==> config.mk <==
export PLATFORM = sky130hd
export DESIGN_NAME = seq_alu_flat
export DESIGN_NICKNAME = d
export VERILOG_FILES = /design/src/rtl/seq_alu_pkg.sv /design/src/rtl/seq_alu_if.sv /design/src/rtl/seq_alu_divider.sv /design/src/rtl/seq_alu.sv /design/src/flat_wrapper.sv
export SDC_FILE = /design/constraint.sdc
export NUM_CORES = 1
export LEC_CHECK = 0
export CAP_MARGIN = 20
export CORE_ASPECT_RATIO = 1.1
export CORE_MARGIN = 2
export CORE_UTILIZATION = 35
export DETAILED_ROUTE_END_ITERATION = 16
export RECOVER_POWER = 100
export SYNTH_ARGS = -nofsm -noshare
export SYNTH_HDL_FRONTEND = slang
export SYNTH_SLANG_ARGS = --single-unit
==> constraint.sdc <==
create_clock -name clk -period 2.41 [get_ports clk]
set_input_delay 0.241 -clock clk [delete_from_list [all_inputs] [get_ports clk]]
set_output_delay 0.241 -clock clk [all_outputs]
set_load 0.1 [all_outputs]
==> src/rtl/seq_alu_pkg.sv <==
// Shared types for the sequential ALU: operation codes, FSM states and the
// debug view of the control state.
package seq_alu_pkg;

  typedef enum logic [1:0] {
    OP_ADD = 2'b00,
    OP_SUB = 2'b01,
    OP_DIV = 2'b10,
    OP_AND = 2'b11
  } op_e;

  typedef enum logic [1:0] {
    S_IDLE = 2'b00,
    S_DIV  = 2'b01,
    S_DONE = 2'b10
  } state_e;

  typedef struct packed {
    state_e state;
    logic   div_busy;
  } dbg_t;

endpackage

==> src/rtl/seq_alu_if.sv <==
// Operand/result bundle of the sequential ALU. A transfer happens on a rising
// clk edge where valid && ready; the producer holds its payload until then.
interface seq_alu_if #(
  parameter int WIDTH = 8
);
  import seq_alu_pkg::*;

  logic             in_valid;
  logic             in_ready;
  logic [WIDTH-1:0] a;
  logic [WIDTH-1:0] b;
  op_e              op;
  logic             out_valid;
  logic             out_ready;
  logic [WIDTH-1:0] result;
  logic [WIDTH-1:0] remainder;
  logic             carry;
  logic             zero;
  logic             dbz;

  modport master (
    output in_valid, a, b, op, out_ready,
    input  in_ready, out_valid, result, remainder, carry, zero, dbz
  );

  modport slave (
    input  in_valid, a, b, op, out_ready,
    output in_ready, out_valid, result, remainder, carry, zero, dbz
  );
endinterface

==> src/rtl/seq_alu_divider.sv <==
// Iterative unsigned restoring divider: one quotient bit per clk, WIDTH steps.
// done is high during the final step; quotient/remainder carry that step's result.
module seq_alu_divider #(
  parameter int WIDTH = 8
) (
  input  logic             clk,
  input  logic             rst_n,
  input  logic             start,
  input  logic [WIDTH-1:0] dividend,
  input  logic [WIDTH-1:0] divisor,
  output logic             busy,
  output logic             done,
  output logic [WIDTH-1:0] quotient,
  output logic [WIDTH-1:0] remainder
);
  localparam int CNT_W = $clog2(WIDTH + 1);

  logic [WIDTH-1:0] rem_q, quo_q, dvs_q;
  logic [CNT_W-1:0] cnt_q;
  logic [WIDTH:0]   shifted;
  logic             fits;
  logic [WIDTH-1:0] rem_n, quo_n;

  // quo_q starts as the dividend and is shifted out MSB-first while the
  // quotient bits shift in from the bottom.
  always_comb begin
    shifted = {rem_q, quo_q[WIDTH-1]};
    fits    = shifted >= {1'b0, dvs_q};
    rem_n   = fits ? (shifted[WIDTH-1:0] - dvs_q) : shifted[WIDTH-1:0];
    quo_n   = {quo_q[WIDTH-2:0], fits};
  end

  assign busy      = cnt_q != '0;
  assign done      = cnt_q == CNT_W'(1);
  assign quotient  = quo_n;
  assign remainder = rem_n;

  always_ff @(posedge clk) begin
    if (!rst_n) begin
      rem_q <= '0;
      quo_q <= '0;
      dvs_q <= '0;
      cnt_q <= '0;
    end else if (start) begin
      rem_q <= '0;
      quo_q <= dividend;
      dvs_q <= divisor;
      cnt_q <= CNT_W'(WIDTH);
    end else if (busy) begin
      rem_q <= rem_n;
      quo_q <= quo_n;
      cnt_q <= cnt_q - CNT_W'(1);
    end
  end
endmodule

==> src/rtl/seq_alu.sv <==
// Registered 4-op ALU (ADD, SUB, DIV, AND) with valid/ready on both sides.
// Single-cycle ops finish on the accepting edge; DIV runs the iterative divider.
module seq_alu
  import seq_alu_pkg::*;
#(
  parameter int WIDTH = 8
) (
  input  logic           clk,
  input  logic           rst_n,
  seq_alu_if.slave       bus,
  output dbg_t           dbg
);
  state_e           state_q, state_d;
  logic             accept, div_start;
  logic             div_busy, div_done;
  logic [WIDTH-1:0] div_quo, div_rem;
  logic [WIDTH:0]   sum, diff;
  logic [WIDTH-1:0] result_q, rem_q;
  logic             carry_q, zero_q, dbz_q;

  seq_alu_divider #(.WIDTH(WIDTH)) u_div (
    .clk       (clk),
    .rst_n     (rst_n),
    .start     (div_start),
    .dividend  (bus.a),
    .divisor   (bus.b),
    .busy      (div_busy),
    .done      (div_done),
    .quotient  (div_quo),
    .remainder (div_rem)
  );

  always_comb begin
    state_d   = state_q;
    accept    = (state_q == S_IDLE) && bus.in_valid;
    div_start = accept && (bus.op == OP_DIV) && (bus.b != '0);
    sum       = {1'b0, bus.a} + {1'b0, bus.b};
    diff      = {1'b0, bus.a} - {1'b0, bus.b};
    unique case (state_q)
      S_IDLE:  if (accept) state_d = div_start ? S_DIV : S_DONE;
      S_DIV:   if (div_done) state_d = S_DONE;
      S_DONE:  if (bus.out_ready) state_d = S_IDLE;
      default: state_d = S_IDLE;
    endcase
  end

  // Output registers only load on accept or divider completion, so they hold
  // through backpressure and keep their last value after the handshake.
  always_ff @(posedge clk) begin
    if (!rst_n) begin
      state_q  <= S_IDLE;
      result_q <= '0;
      rem_q    <= '0;
      carry_q  <= 1'b0;
      zero_q   <= 1'b0;
      dbz_q    <= 1'b0;
    end else begin
      state_q <= state_d;
      if (accept) begin
        unique case (bus.op)
          OP_ADD: begin
            result_q <= sum[WIDTH-1:0];
            rem_q    <= '0;
            carry_q  <= sum[WIDTH];
            zero_q   <= sum[WIDTH-1:0] == '0;
            dbz_q    <= 1'b0;
          end
          OP_SUB: begin
            result_q <= diff[WIDTH-1:0];
            rem_q    <= '0;
            carry_q  <= diff[WIDTH];
            zero_q   <= diff[WIDTH-1:0] == '0;
            dbz_q    <= 1'b0;
          end
          OP_AND: begin
            result_q <= bus.a & bus.b;
            rem_q    <= '0;
            carry_q  <= 1'b0;
            zero_q   <= (bus.a & bus.b) == '0;
            dbz_q    <= 1'b0;
          end
          OP_DIV: begin
            if (bus.b == '0) begin
              result_q <= '1;
              rem_q    <= bus.a;
              carry_q  <= 1'b0;
              zero_q   <= 1'b0;
              dbz_q    <= 1'b1;
            end
          end
          default: ;
        endcase
      end else if (state_q == S_DIV && div_done) begin
        result_q <= div_quo;
        rem_q    <= div_rem;
        carry_q  <= 1'b0;
        zero_q   <= div_quo == '0;
        dbz_q    <= 1'b0;
      end
    end
  end

  assign bus.in_ready  = state_q == S_IDLE;
  assign bus.out_valid = state_q == S_DONE;
  assign bus.result    = result_q;
  assign bus.remainder = rem_q;
  assign bus.carry     = carry_q;
  assign bus.zero      = zero_q;
  assign bus.dbz       = dbz_q;
  assign dbg.state     = state_q;
  assign dbg.div_busy  = div_busy;
endmodule

==> src/flat_wrapper.sv <==
// flat-port wrapper written by rule: the top's interface ports become plain ports
module seq_alu_flat import seq_alu_pkg::*;
#(
  parameter int WIDTH = 8
)
  (clk, rst_n, dbg, bus_in_valid, bus_a, bus_b, bus_op, bus_out_ready, bus_in_ready, bus_out_valid, bus_result, bus_remainder, bus_carry, bus_zero, bus_dbz);
  seq_alu_if #(.WIDTH(WIDTH)) bus_i ();
  input  logic clk;
  input  logic rst_n;
  output dbg_t dbg;
  input wire logic [$bits(bus_i.in_valid)-1:0] bus_in_valid;
  input wire logic [$bits(bus_i.a)-1:0] bus_a;
  input wire logic [$bits(bus_i.b)-1:0] bus_b;
  input wire logic [$bits(bus_i.op)-1:0] bus_op;
  input wire logic [$bits(bus_i.out_ready)-1:0] bus_out_ready;
  output wire logic [$bits(bus_i.in_ready)-1:0] bus_in_ready;
  output wire logic [$bits(bus_i.out_valid)-1:0] bus_out_valid;
  output wire logic [$bits(bus_i.result)-1:0] bus_result;
  output wire logic [$bits(bus_i.remainder)-1:0] bus_remainder;
  output wire logic [$bits(bus_i.carry)-1:0] bus_carry;
  output wire logic [$bits(bus_i.zero)-1:0] bus_zero;
  output wire logic [$bits(bus_i.dbz)-1:0] bus_dbz;
  assign bus_i.in_valid = bus_in_valid;
  assign bus_i.a = bus_a;
  assign bus_i.b = bus_b;
  assign bus_i.op = bus_op;
  assign bus_i.out_ready = bus_out_ready;
  assign bus_in_ready = bus_i.in_ready;
  assign bus_out_valid = bus_i.out_valid;
  assign bus_result = bus_i.result;
  assign bus_remainder = bus_i.remainder;
  assign bus_carry = bus_i.carry;
  assign bus_zero = bus_i.zero;
  assign bus_dbz = bus_i.dbz;
  seq_alu #(.WIDTH(WIDTH)) u_core (.clk(clk), .rst_n(rst_n), .bus(bus_i), .dbg(dbg));
endmodule
## Yosys cells after proc, flatten, opt, wreduce, memory -nomap -nowiden

Cells that the tools add are included.

| cells by class | value |
|---|---|
| $add $sub $neg | 4 |
| multipliers | 0 |
| divide/modulo/power cells | 0 |
| $lt $le $gt $ge | 1 |
| eq/ne operators | 10 |
| shifts and indexed selects | 0 |
| muxes and demuxes | 28 |
| bitwise logic cells | 2 |
| reductions and logical operators | 19 |

Operators by type and width:

| cell | number |
|---|---|
| 8-bit 2-to-1 mux | 9 |
| 8-bit logical NOT | 5 |
| 8-bit one-hot mux with 4 select lines | 1 |
| 8-bit one-hot mux with 2 select lines | 1 |
| 8-bit by 8-bit adder with 9-bit output | 1 |
| 9-bit by 8-bit greater-or-equal comparator with 1-bit output | 1 |
| 8-bit by 8-bit subtractor with 9-bit output | 1 |
| 8-bit bitwise AND | 1 |
| 2-bit 2-to-1 mux | 4 |
| 4-bit 2-to-1 mux | 2 |
| 1-bit one-hot mux with 4 select lines | 2 |
| 8-bit nonzero test | 1 |
| 8-bit subtractor | 1 |
| 1-bit 2-to-1 mux | 7 |
| 2-bit == test (second input constant) | 3 |
| 2-bit one-hot mux with 3 select lines | 1 |
| 2-bit by 1-bit == test with 1-bit output (second input constant) | 2 |
| 4-bit by 1-bit == test with 1-bit output (second input constant) | 1 |
| 1-bit logical AND | 4 |
| 2-bit logical NOT | 2 |
| 2-bit by 1-bit != test with 1-bit output (second input constant) | 2 |
| 2-bit nonzero test | 2 |
| 4-bit nonzero test | 1 |
| 4-bit by 1-bit subtractor with 4-bit output (second input constant) | 1 |
| other kinds (8) | 8 |

| storage, ports and cells | value |
|---|---|
| bits in registers | 49 |
| latch bits | 0 |
| RAM bits | 0 |
| memory bits (read-only) | 0 |
| bits of input ports | 22 |
| output and inout bits | 24 |
| logic and storage cells | 75 |
| memories kept | 0 |

## Longest topological paths before layout

| logic depth | value |
|---|---|
| word-level depth | 7 |
| mapped depth | 10 |
| depth with buffers taken out | 10 |

## Modules after synthesis

A second synthesis with hierarchy kept.

| second synthesis, totals | value |
|---|---|
| cells, all modules | 473 |
| area, all modules | 3832.4 um2 |

By module, submodules not included:

| module | instances | cells an instance | area each (um2) | sequential area each (um2) |
|---|---|---|---|---|
| seq_alu_divider | 1 | 226 | 1916.8 | 560.5 |
| seq_alu | 1 | 247 | 1915.6 | 420.4 |

## Worst setup path after synthesis

No wires, ideal clock.

| timing path | value |
|---|---|
| kind | flip-flop to flip-flop |
| start | reg u_core.state_q[0] |
| end | reg u_core.u_div.rem_q[1] |
| data arrival time | 3.382 ns |
| data required time | 2.287 ns |
| setup slack | -1.095 ns |
| cell stages (with the launch flop) | 8 |
| buffers on the path | 1 |
| period minus slack after synthesis | 3.505 ns |
| cells stage by stage | dfxtp_1 -> nor2_1 -> nand2_1 -> nor2_1 -> o21ai_2 -> nand2_1 -> buf_2 -> o22ai_1 |

| on the way | value |
|---|---|
| cells in the longest elaborated chain, start to end | 5 |

Ends and longest elaborated chain:

| what | line | source |
|---|---|---|
| start: declaration | seq_alu.sv:13 | `state_e state_q, state_d;` |
| start signal: assignment | seq_alu.sv:58 | `state_q <= state_d;` |
| 2-bit logical NOT | - |  |
| net bus_in_ready | flat_wrapper.sv:16 | `output wire logic [$bits(bus_i.in_ready)-1:0] bus_in_ready;` |
| 1-bit logical AND | seq_alu.sv:35 | `accept = (state_q == S_IDLE) && bus.in_valid;` |
| 1-bit logical AND (2 in series) | seq_alu.sv:36 | `div_start = accept && (bus.op == OP_DIV) && (bus.b != '0);` |
| 2-bit OR reduction (no source line) | - |  |
| end signal: assignment | seq_alu_divider.sv:50 | `rem_q <= rem_n;` |
| end: declaration | seq_alu_divider.sv:18 | `logic [WIDTH-1:0] rem_q, quo_q, dvs_q;` |

The timed path passes the listed nets, and every way through them passes these cells.
A chain may end at the register's enable or synchronous reset.

## Worst setup path after layout

| timing path | value |
|---|---|
| start | reg u_core.u_div.quo_q[7] |
| end | reg u_core.rem_q[6], in the netlist u_core.bus.remainder[6] |

| on the way | value |
|---|---|
| cells in the longest elaborated chain, start to end | 4 |
| elaborated cells between the ends (all ways) | 5 |
| classes of those cells | add/sub: 1; order compare: 1; mux: 3 |

Ends and longest elaborated chain:

| what | line | source |
|---|---|---|
| start: declaration | seq_alu_divider.sv:18 |  |
| start signal: assignment | seq_alu_divider.sv:46 | `quo_q <= dividend;` |
| start signal: assignment | seq_alu_divider.sv:51 | `quo_q <= quo_n;` |
| 8-bit subtractor or 9-bit by 8-bit greater-or-equal comparator with 1-bit output (tied branches) | seq_alu_divider.sv:29, seq_alu_divider.sv:28 |  |
| 8-bit 2-to-1 mux * | seq_alu_divider.sv:29 | `rem_n = fits ? (shifted[WIDTH-1:0] - dvs_q) : shifted[WIDTH-1:0];` |
| 8-bit 2-to-1 mux * | seq_alu.sv:93 | `end else if (state_q == S_DIV && div_done) begin` |
| 8-bit 2-to-1 mux * | seq_alu.sv:59 | `if (accept) begin` |
| end signal: assignment | seq_alu.sv:85 | `rem_q <= bus.a;` |
| end signal: assignment | seq_alu.sv:95 | `rem_q <= div_rem;` |
| end: declaration | seq_alu.sv:18 | `logic [WIDTH-1:0] result_q, rem_q;` |

Mark *: on every way between the ends. The rest lies on a longest branch, timed or not. The select of a mux whose other input is x is not followed.

==> results.toml <==
[worst_setup_path]
required_ps = 2620
slowest_stage = "fa_2"
cp.arrival_ps = 2510
worstPathMaxFanout = 3
crit_chain = "inv_1 -> ha_2 -> fa_2 -> nor2b_2 -> o31a_1 -> or3_1 -> o2111ai_1 -> mux2_4 -> a221oi_2 -> nor2_1"
endpoint_kind = "register"
worstSetupPathType = "reg -> reg"
slowest_delay_ps = 390
critPathLaunchType = "register"

[sta]
finalSetupViolations = 0
clock_skew_ps = 11.67
finalCritPeriodShare_pct = 95.63
clock.fmax_ghz = 0.4339
whs_ps = 463.0
fin_crit_ps = 2305
rsz0062_at_grt = "yes"
slew_viol_final = 0
tightest_slew_ps = 1179
slew_headroom_pct = 21.73
setup_tns_ps = 0
final-hold-violation-count = 0

[synthesis]
syn_area_mm2 = 0.003431
async_flop_share_pct = 0
synth_flop_cell = "dfxtp_1"
synth-edff-count = 0
yosysMostFrequentCell = "nor2_1"
ys_warn_count = 0
synth-seq-cells = 49
syn_nets = 498
synth_cells = 446
synth_top_cells_by_area = "dfxtp_1, ha_1, a21oi_1, nor2_1, nand2_1"
synth_top_area_cell = "dfxtp_1"
ys_types = 60
synth-seq-area-share_pct = 28.59
synth_top_area_share_pct = 28.59
syn_avg_cell_area_um2 = 7.692
ys_top_cells_by_count = "nor2_1, nand2_1, dfxtp_1, a21oi_1, inv_1"

[floorplan]
die_h_um = 107.8
io_pins = 46
fp.coreArea_mm2 = 0.009444
dieWidth_um = 98.40
rows = 37
start_util_pct = 36.33
dieArea_mm2 = 0.01061

[global_routing]
grt_max_degree = 19
grt_pass1_vias = 3487
grt_remaining_overflow = 0
grtUsageTotal_pct = 20.50
antenna_found_initial = 0
grt_pass1_wl_mm = 17.33

[power]
powerDensity_mw_per_mm2 = 915.9
seqPwrFrac_pct = 25.9
p_switching_uw = 1981
power_uw = 4113
p_int_uw = 2132
p_clk_share_pct = 12.2
p_sw_share_pct = 48.16
irDropWorstVdd_v = 0.0003514
comb_power_share_pct = 61.9
p_leak_uw = 0.001835

[finish]
final_util_pct = 47.55
drive_above_1_share_pct = 19.96
diodes = 0
nets = 602
syn_to_final_growth_pct = 30.89
final.fill_count = 1000

[clock_network]
cts_buffers = 5
hold_buffers = 0
cts_num_sinks = 49
cts_tree = "built"
clock_latency_ps = 310
cts_root_buf = "clkbuf_8"
ctsHtreeMaxLevel = 2
clockBufferDepth = 2
cts.clk_slew.worst_paths_ps = 100

[job]
maxCapViolations = 0

[drt]
wirelength_mm = 10.92
ant_nets = 0
drtPass1Iterations = 5
avgRoutedWirePerCell_um = 16.35
drc = 0
drt-initial-drc-count = 224
via_per_inst = 5.463
vias = 3649

[placement]
place_hpwl_mm = 8.849
port_buffers = 45
gp_congestion = 0.9154

[hold_path]
hp-class = "reg -> reg"

[outcome]
outcome = "finished clean"
-- timing repair --
action	CTS	global route
gates resized for setup	1	17
pin swaps	0	7
setup endpoints to repair	1	10
buffers inserted	0	1
gates cloned	0	0
-- power by group through the flow --
stage	logic, uW	clock network [uW]	registers, uW
after detailed placement	2520	0	1080
after floorplan	1480	0	1300
after global placement	2480	0	1070
final	2540	503	1070
after global routing	2770	545	1090
after CTS	2530	508	1060
-- worst paths after layout --
kind | start | to | slack, ps | cells past startpoint
max | u_core.u_div.quo_q[7] | u_core.bus.remainder[6] | 110 | 10
min | u_core.u_div.dvs_q[2] | u_core.u_div.dvs_q[2] | 460 | 2
max reg2reg | u_core.u_div.quo_q[7] | u_core.bus.remainder[6] | 110 | 10
min reg2reg | u_core.u_div.dvs_q[2] | u_core.u_div.dvs_q[2] | 460 | 2
-- metrics by stage --
step,cells,cell area (um^2),worst slack (ps)
6_report,668,4491,105.2
2_1_floorplan,446,3443,120.2
3_3_place_gp,659,4447,-282.5
3_5_place_dp,659,4447,-288.5
5_1_grt,668,4491,-19.96
4_1_cts,667,4539,17.12
-- sequential cells by signal, indices dropped and copies added (netlist names) --
name / count
u_core.u_div.rem_q: 8
u_core.bus.dbz: 1
u_core.state_q: 2
u_core.bus.remainder: 8
u_core.bus.zero: 1
u_core.bus.result: 8
u_core.u_div.cnt_q: 4
u_core.bus.carry: 1
u_core.u_div.quo_q: 8
u_core.u_div.dvs_q: 8
-- cell usage in the layout, fill, tap and decap left out, types with 3 or more instances in the layout --
master	instances
nor4_1	3
nand2_1	50
nand2b_1	9
a311oi_1	8
o31a_1	3
xor2_1	4
inv_1	28
ha_1	23
clkbuf_1	28
o221ai_1	3
dfxtp_1	46
dfxtp_2	3
o21ai_0	24
o22ai_1	8
nor2b_1	4
or3_1	4
clkbuf_8	5
nor3_1	11
buf_4	69
clkdlybuf4s50_1	21
a21oi_2	4
o211ai_1	6
or4_1	4
o21a_1	5
mux2i_1	3
a21oi_1	43
a211oi_1	7
nor2_1	50
nand3_1	6
xnor2_1	11
-- layout make-up --
type	instances	area (um^2)	share of cell area, %
Multi-Input combinational cell	345	2315	51.55
Sequential cell	49	984.7	21.93
Timing Repair Buffer	120	849.6	18.92
Tap cell	117	146.4	3.260
Inverter	29	108.9	2.424
Clock buffer	6	72.57	1.616
Clock inverter	2	13.76	0.3065
-- worst max-delay path, delay by kind of cell (launching register included) --
| kind | cells | cell delay (ps) |
|---|---|---|
| AOI/OAI and AO/OA | 3 | 570 |
| adders and majority gates | 2 | 600 |
| buffers and inverters | 1 | 60 |
| DFF | 1 | 340 |
| muxes | 1 | 300 |
| and+or+nand+nor | 3 | 320 |
-- logic make-up after synthesis --
kind of cell	after synthesis	share of synthesized area, %
DFF	49	28.59
adders and majority gates	30	11.60
xor gates and xnor gates	15	3.829
buffers and inverters	52	6.127
AOI/OAI and AO/OA	136	25.86
muxes	7	2.115
and+or+nand+nor	157	21.88
-- metal layers --
layer  wire (um)  vias to the layer above  GRT usage, %
met2        5584                      137         37.71
li1            -                     1791             -
met4         285                        0         6.654
met5           0                        -             0
met1        4587                     1697         24.80
met3         467                       24         2.273
(Power assumes the default switching activity.)
